<file path="config.mk">
export PLATFORM = sky130hd
export DESIGN_NAME = convertidor_bcd_serial
export DESIGN_NICKNAME = d
export VERILOG_FILES = /design/src/rtl/convertidor_bcd_serial.sv
export SDC_FILE = /design/constraint.sdc
export NUM_CORES = 1
export LEC_CHECK = 0
export BUFFER_PORTS_ARGS = -buffer_cell sky130_fd_sc_hd__buf_2
export CORE_MARGIN = 2
export CORE_UTILIZATION = 55
export DETAILED_ROUTE_END_ITERATION = 6
export HOLD_SLACK_MARGIN = 0.02
export PLACE_DENSITY_LB_ADDON = 0.3
export SLEW_MARGIN = 20
export SYNTH_ARGS = -nofsm -noshare
export SYNTH_HDL_FRONTEND = slang
export SYNTH_SLANG_ARGS = --single-unit
</file>
<file path="constraint.sdc">
create_clock -name clk -period 3.76 [get_ports clk]
set_input_delay 0.752 -clock clk [delete_from_list [all_inputs] [get_ports clk]]
set_output_delay 0.752 -clock clk [all_outputs]
set_load 0.02 [all_outputs]
</file>
<file path="src/rtl/convertidor_bcd_serial.sv">
// Serial binary-to-BCD converter (shift-and-add-3), one result bit per clock.
// Optional leading-zero blanking of the result is enabled by defining CONVERTIDOR_BLANK_EN.
module convertidor_bcd_serial #(
    parameter int unsigned WIDTH  = 10,
    parameter int unsigned DIGITS = 4
) (
    input  logic                  clk,
    input  logic                  rst,
    input  logic                  start,
    input  logic [WIDTH-1:0]      bin,
    output logic                  busy,
    output logic                  done,
    output logic [4*DIGITS-1:0]   bcd,
    output logic                  overflow
);

    localparam int unsigned BW = 4 * DIGITS;
    localparam int unsigned CW = $clog2(WIDTH + 1);

    typedef enum logic [1:0] {
        IDLE,
        SHIFT,
        DONE
    } state_e;

    state_e          state_q, state_d;
    logic [WIDTH-1:0] shreg_q, shreg_d;
    logic [BW-1:0]   scratch_q, scratch_d;
    logic            ovf_scr_q, ovf_scr_d;
    logic [CW-1:0]   cnt_q, cnt_d;
    logic [BW-1:0]   bcd_q, bcd_d;
    logic            overflow_q, overflow_d;
    logic            busy_q, busy_d;
    logic            done_q, done_d;

    logic [BW-1:0]   adj;
    logic [BW-1:0]   shifted;
    logic            carry;
    logic [3:0]      dig;

`ifdef CONVERTIDOR_BLANK_EN
    // Replace every zero digit above the most significant nonzero digit with 4'hF.
    function automatic logic [BW-1:0] blank(input logic [BW-1:0] v);
        logic [BW-1:0] r;
        logic          nz;
        r  = v;
        nz = 1'b0;
        for (int i = int'(DIGITS) - 1; i >= 1; i--) begin
            if (v[4*i +: 4] != 4'd0) nz = 1'b1;
            if (!nz) r[4*i +: 4] = 4'hF;
        end
        return r;
    endfunction
`endif

    always_ff @(posedge clk) begin
        if (rst) begin
            state_q    <= IDLE;
            shreg_q    <= '0;
            scratch_q  <= '0;
            ovf_scr_q  <= 1'b0;
            cnt_q      <= '0;
            bcd_q      <= '0;
            overflow_q <= 1'b0;
            busy_q     <= 1'b0;
            done_q     <= 1'b0;
        end else begin
            state_q    <= state_d;
            shreg_q    <= shreg_d;
            scratch_q  <= scratch_d;
            ovf_scr_q  <= ovf_scr_d;
            cnt_q      <= cnt_d;
            bcd_q      <= bcd_d;
            overflow_q <= overflow_d;
            busy_q     <= busy_d;
            done_q     <= done_d;
        end
    end

    always_comb begin
        state_d    = state_q;
        shreg_d    = shreg_q;
        scratch_d  = scratch_q;
        ovf_scr_d  = ovf_scr_q;
        cnt_d      = cnt_q;
        bcd_d      = bcd_q;
        overflow_d = overflow_q;
        adj        = '0;
        dig        = '0;

        // Add-3 correction of every digit, then one-bit left shift of {scratch, shreg}.
        for (int i = 0; i < int'(DIGITS); i++) begin
            dig          = scratch_q[4*i +: 4];
            adj[4*i +: 4] = (dig >= 4'd5) ? dig + 4'd3 : dig;
        end
        shifted = {adj[BW-2:0], shreg_q[WIDTH-1]};
        carry   = adj[BW-1];

        unique case (state_q)
            IDLE: begin
                if (start) begin
                    shreg_d   = bin;
                    scratch_d = '0;
                    ovf_scr_d = 1'b0;
                    cnt_d     = CW'(WIDTH);
                    state_d   = SHIFT;
                end
            end
            SHIFT: begin
                shreg_d   = {shreg_q[WIDTH-2:0], 1'b0};
                scratch_d = shifted;
                ovf_scr_d = ovf_scr_q | carry;
                cnt_d     = cnt_q - CW'(1);
                if (cnt_q == CW'(1)) begin
`ifdef CONVERTIDOR_BLANK_EN
                    bcd_d  = blank(shifted);
`else
                    bcd_d  = shifted;
`endif
                    overflow_d = ovf_scr_q | carry;
                    state_d    = DONE;
                end
            end
            DONE: begin
                state_d = IDLE;
            end
            default: begin
                state_d = IDLE;
            end
        endcase

        busy_d = (state_d == SHIFT);
        done_d = (state_d == DONE);
    end

    assign busy     = busy_q;
    assign done     = done_q;
    assign bcd      = bcd_q;
    assign overflow = overflow_q;

endmodule

</file>
Yosys cells after proc, flatten, opt, wreduce, memory -nomap -nowiden
Index checks and enable logic that the tools add are counted.
{"block": "word_totals", "in_bits": 13, "reg_bits": 52}
{"block": "classes", "bitwise_logic": 1, "order_cmp": 4, "reduce_logical": 4, "eq_ne": 5, "add_sub_neg": 5, "muxes": 15}
{"op": "16-bit one-hot mux with 2 select lines", "count": 1}
{"op": "4-bit two-way mux", "count": 5}
{"op": "10-bit one-hot mux with 2 select lines", "count": 1}
{"op": "4-bit by 2-bit adder with 4-bit output, second input constant", "count": 4}
{"op": "4-bit by 3-bit greater-or-equal comparator with 1-bit output, second input constant", "count": 4}
{"op": "16-bit two-way mux", "count": 1}
{"op": "10-bit two-way mux", "count": 1}
{"op": "4-bit one-hot mux with 2 select lines", "count": 1}
{"op": "2-bit by 1-bit equality test with 1-bit output, second input constant", "count": 2}
{"op": "4-bit by 1-bit equality test with 1-bit output, second input constant", "count": 1}
{"op": "2-bit two-way mux", "count": 2}
{"op": "2-bit one-hot mux with 2 select lines", "count": 1}
{"op": "2-bit AND reduction", "count": 2}
{"op": "4-bit by 1-bit subtractor with 4-bit output, second input constant", "count": 1}
{"op": "2-bit equality test, second input constant", "count": 1}
{"op": "2-bit zero test", "count": 1}
{"op": "2-bit != test, second input constant", "count": 1}
{"op": "1-bit one-hot mux with 2 select lines", "count": 1}
{"op": "2-bit nonzero test", "count": 1}
{"op": "1-bit two-way mux", "count": 1}
{"op": "1-bit bitwise OR", "count": 1}

Depth between registers and ports, before layout
{"block": "depth", "word_depth": 4, "ltp_mapped": 9, "ltp_nobuf": 7}

Worst setup path before layout
Ideal clock, no wire load.
{"block": "synth_path", "kind": "input -> register", "from": "input port start", "to": "register scratch_q[14]", "setup_time_ps": 117, "required_ps": 3643, "path_stages": 5, "t_arrival_ps": 1475, "path_buffers": 1, "path_slack_ps": 2168, "path_cell_list": "inv_1 > a21oi_1 > nor2_1 > clkbuf_1 > a22o_1"}
{"block": "synth_via", "elab_chain_len": 2}
{"element": "from (decl)", "line": "9", "source": "input logic start,"}
{"element": "2-bit != test (no line)"}
{"element": "2-bit AND reduction (no line)"}
{"element": "to (signal assigned)", "line": "70", "source": "scratch_q <= scratch_d;"}
{"element": "to (decl)", "line": "28", "source": "logic [BW-1:0] scratch_q, scratch_d;"}
Every way passes these cells.
A chain may end at the register's enable or synchronous reset.

Worst setup path after layout
{"block": "layout_path", "from": "register state_q[0]", "to": "register bcd_q[10], in the netlist bcd[10]"}
{"block": "layout_via", "elab_chain_len": 2}
{"element": "from (decl)", "line": "26", "source": "state_e state_q, state_d;"}
{"element": "from (signal assigned)", "line": "68", "source": "state_q <= state_d;"}
{"element": "2-bit by 1-bit equality test with 1-bit output", "line": "99", "source": "unique case (state_q)"}
{"element": "2-bit AND reduction (no line)"}
{"element": "to (signal assigned)", "line": "63", "source": "bcd_q <= '0;"}
{"element": "to (signal assigned)", "line": "73", "source": "bcd_q <= bcd_d;"}
{"element": "to (decl)", "line": "31", "source": "logic [BW-1:0] bcd_q, bcd_d;"}
Every way passes these cells.

==> results.py <==
metrics = {
    "layout": {
        "areaGrowthSynthToFinish_pct": 11.23,
        "final_cell_mix": "dfxtp_1, nor2_1, buf_2",
        "layout_commonest_cell": "dfxtp_1",
        "fin_nets": 313,
        "n_fill_cell": 355,
        "utilization_pct": 64.57,
        "layout-drive-gt1-share_pct": 18.21,
        "stdcell_area_um2": 2639,
        "diodes": 0,
    },
    "sta": {
        "setup_viol_count_final": 0,
        "finalClockSkew_ps": 10.69,
        "max_freq_mhz": 420.8,
        "rsz0062_at_grt": "false",
        "finalCriticalPeriod_ps": 2376,
        "hold_violations": 0,
        "holdWs_ps": 465.4,
        "finalCritPeriodShare_pct": 63.20,
        "setup_tns_ps": 0,
        "slew_viol_final": 0,
        "worstMarginPinSlew_ps": 828.3,
        "timing.slew.headroom_pct": 44.58,
    },
    "routing": {
        "antenna_left": 0,
        "post_drt_wl_per_cell_um": 14.12,
        "firstDrtPassIters": 4,
        "drc": 0,
        "num_vias": 1951,
        "drtIter0Drc": 120,
        "vias_per_cell": 5.721,
        "drt-total-wl_um": 4815,
    },
    "place": {
        "placed_cell_area_um2": 2531,
        "io_buffers": 31,
        "place_hpwl_um": 3245,
        "gp_congestion": 0.7990,
    },
    "pwr": {
        "intPower_w": 0.0008165,
        "power_density_nw_per_um2": 409.9,
        "power.switching_w": 0.0002652,
        "clkPwrFrac_pct": 35.2,
        "p_comb_share_pct": 10.3,
        "switching_share_pct": 24.51,
        "leakage_nw": 1.047,
        "max-vdd-ir-drop_v": 0.0002990,
        "p_seq_share_pct": 54.4,
        "p_total_w": 0.001082,
    },
    "yosys": {
        "synthDistinctLibCells": 37,
        "yosys_warnings": 0,
        "netlist_area_um2": 2372,
        "synth-edff-count": 0,
        "synthFlopType": "dfxtp_1",
        "synth_top_cell_by_area": "dfxtp_1",
        "synthTopCellsByArea": "dfxtp_1, nor2_1, ha_1",
        "synth_top_area_share_pct": 43.88,
        "ys_ff_latch": 52,
        "synthArstFlopShare_pct": 0,
        "synthCells": 264,
        "ys_seq_area_share_pct": 43.88,
        "syn_avg_cell_area_um2": 8.986,
        "syn-num-nets": 287,
    },
    "die": {
        "dieArea_um2": 4855,
        "start_util_pct": 58.05,
        "die_x_um": 69.68,
        "placeableCoreArea_um2": 4086,
        "rows": 23,
        "io_pins": 32,
        "die_height_um": 69.68,
    },
    "clock_tree": {
        "clk_pin_slew_worst_paths_ps": 100,
        "cts_sinks": 52,
        "cts_resized": 0,
        "postCtsSetupRepairBufs": 0,
        "clk_latency_ps": 310,
        "clock-root-buffer": "clkbuf_8",
        "cts_tree": "built",
        "cts_buffers": 5,
        "cts.htree.levels": 2,
        "clockBufferDepth": 2,
        "hold_buffers": 0,
    },
    "grt": {
        "antenna_found_initial": 0,
        "grt_max_degree": 23,
        "grt_pass1_wl_um": 8631,
        "grt_overflow": 0,
        "track_usage_pct": 21.63,
        "grt_pass1_vias": 1883,
    },
    "worst_setup_path": {
        "worstPathRequired_ps": 3990,
        "worstPathCellList": "nor2b_1 -> and2_1 -> buf_4 -> nand2b_1 -> o22ai_1",
        "max_stage_delay_ps": 620,
        "worst_setup_path_end_kind": "register",
        "startpoint_type": "register",
        "critical_path.slowest_cell": "nor2b_1",
        "path_max_fanout": 20,
        "crit_type": "reg2reg",
        "arrival_ps": 2610,
    },
    "flow_run": {
        "drv_cap": 0,
    },
    "worst_hold_path": {
        "min_path_type": "reg2reg",
    },
    "outcome": {
        "status": "complete, no violations",
    },
}
==> power groups by stage <==
stage | Combinational (W) | Sequential (W) | Clock [W]
detailed placement | 0.000111 | 0.000602 | 0
global route | 0.000128 | 0.000592 | 0.000409
finish | 0.000112 | 0.000589 | 0.000381
global placement | 0.000110 | 0.000601 | 0
floorplan | 0.0000834 | 0.000601 | 0
CTS | 0.000112 | 0.000589 | 0.000386
==> path summary, 6_finish.rpt <==
path,startpoint,end,slack [ps],cells after the start
hold / removal,bcd[0],bcd[0],470,2
setup reg to reg,state_q[0],bcd[10],1380,5
setup / recovery,state_q[0],bcd[10],1380,5
hold reg to reg,bcd[0],bcd[0],470,2
==> logic make-up after synthesis <==
family | share of synthesized area, %
adders and majority gates | 5.274
buffers and inverters | 5.644
AOI/OAI and AO/OA | 21.36
DFF | 43.88
muxes | 2.321
xor gates and xnor gates | 1.477
and+or+nand+nor | 20.04
==> cell usage after synthesis, drive strengths merged, types with 2 or more instances <==
cell,count
dfxtp,52
nor2,34
nor3,17
a21oi,15
inv,14
nand2b,14
o22ai,11
a211oi,10
ha,10
o21ai,10
buf,9
nor3b,9
o2bb2ai,9
clkbuf,6
nand2,6
nor2b,6
a2bb2oi,4
mux2,4
nand3,4
xnor2,4
a21o,2
a221oi,2
a22o,2
a22oi,2
a311oi,2
==> layer usage <==
layer | share of wire [%] | global-route usage (%) | up-vias
met5 | 0 | 0 | -
met4 | 1.6 | 8.974 | 0
met3 | 5.5 | 3.924 | 7
met2 | 45 | 33.97 | 52
met1 | 48 | 29.34 | 908
li1 | - | - | 984
==> critical path: cells and delay by family (launching register included) <==
kind,cells,cell delay (ps)
flip-flops,1,590
buffers and inverters,1,290
AND/OR/NAND/NOR,3,1180
AO/OA/AOI/OAI,1,230
==> cell type report <==
cell class / instances / area, um^2 / share of cell area [%]
timing repair buffer: 34 / 177.7 / 6.733
inverter: 14 / 52.55 / 1.991
clock buffer: 6 / 72.57 / 2.750
sequential: 52 / 1041 / 39.45
multi-input combinational: 183 / 1197 / 45.38
tap: 50 / 62.56 / 2.371
clock inverter: 2 / 35.03 / 1.328
==> sequential cells by signal, summed over array words and instances, names as in the netlist <==
register / flops
bcd: 16
busy: 1
cnt_q: 4
done: 1
overflow: 1
ovf_scr_q: 1
scratch_q: 16
shreg_q: 10
state_q: 2
==> per-stage QoR <==
| step | setup WS, ps | instances |
|---|---|---|
| 3_3_place_gp | 1547 | 333 |
| 3_5_place_dp | 1458 | 333 |
| 2_1_floorplan | 2168 | 264 |
| 6_report | 1384 | 341 |
| 4_1_cts | 1426 | 341 |
| 5_1_grt | 1160 | 341 |
(Power assumes the default switching activity.)
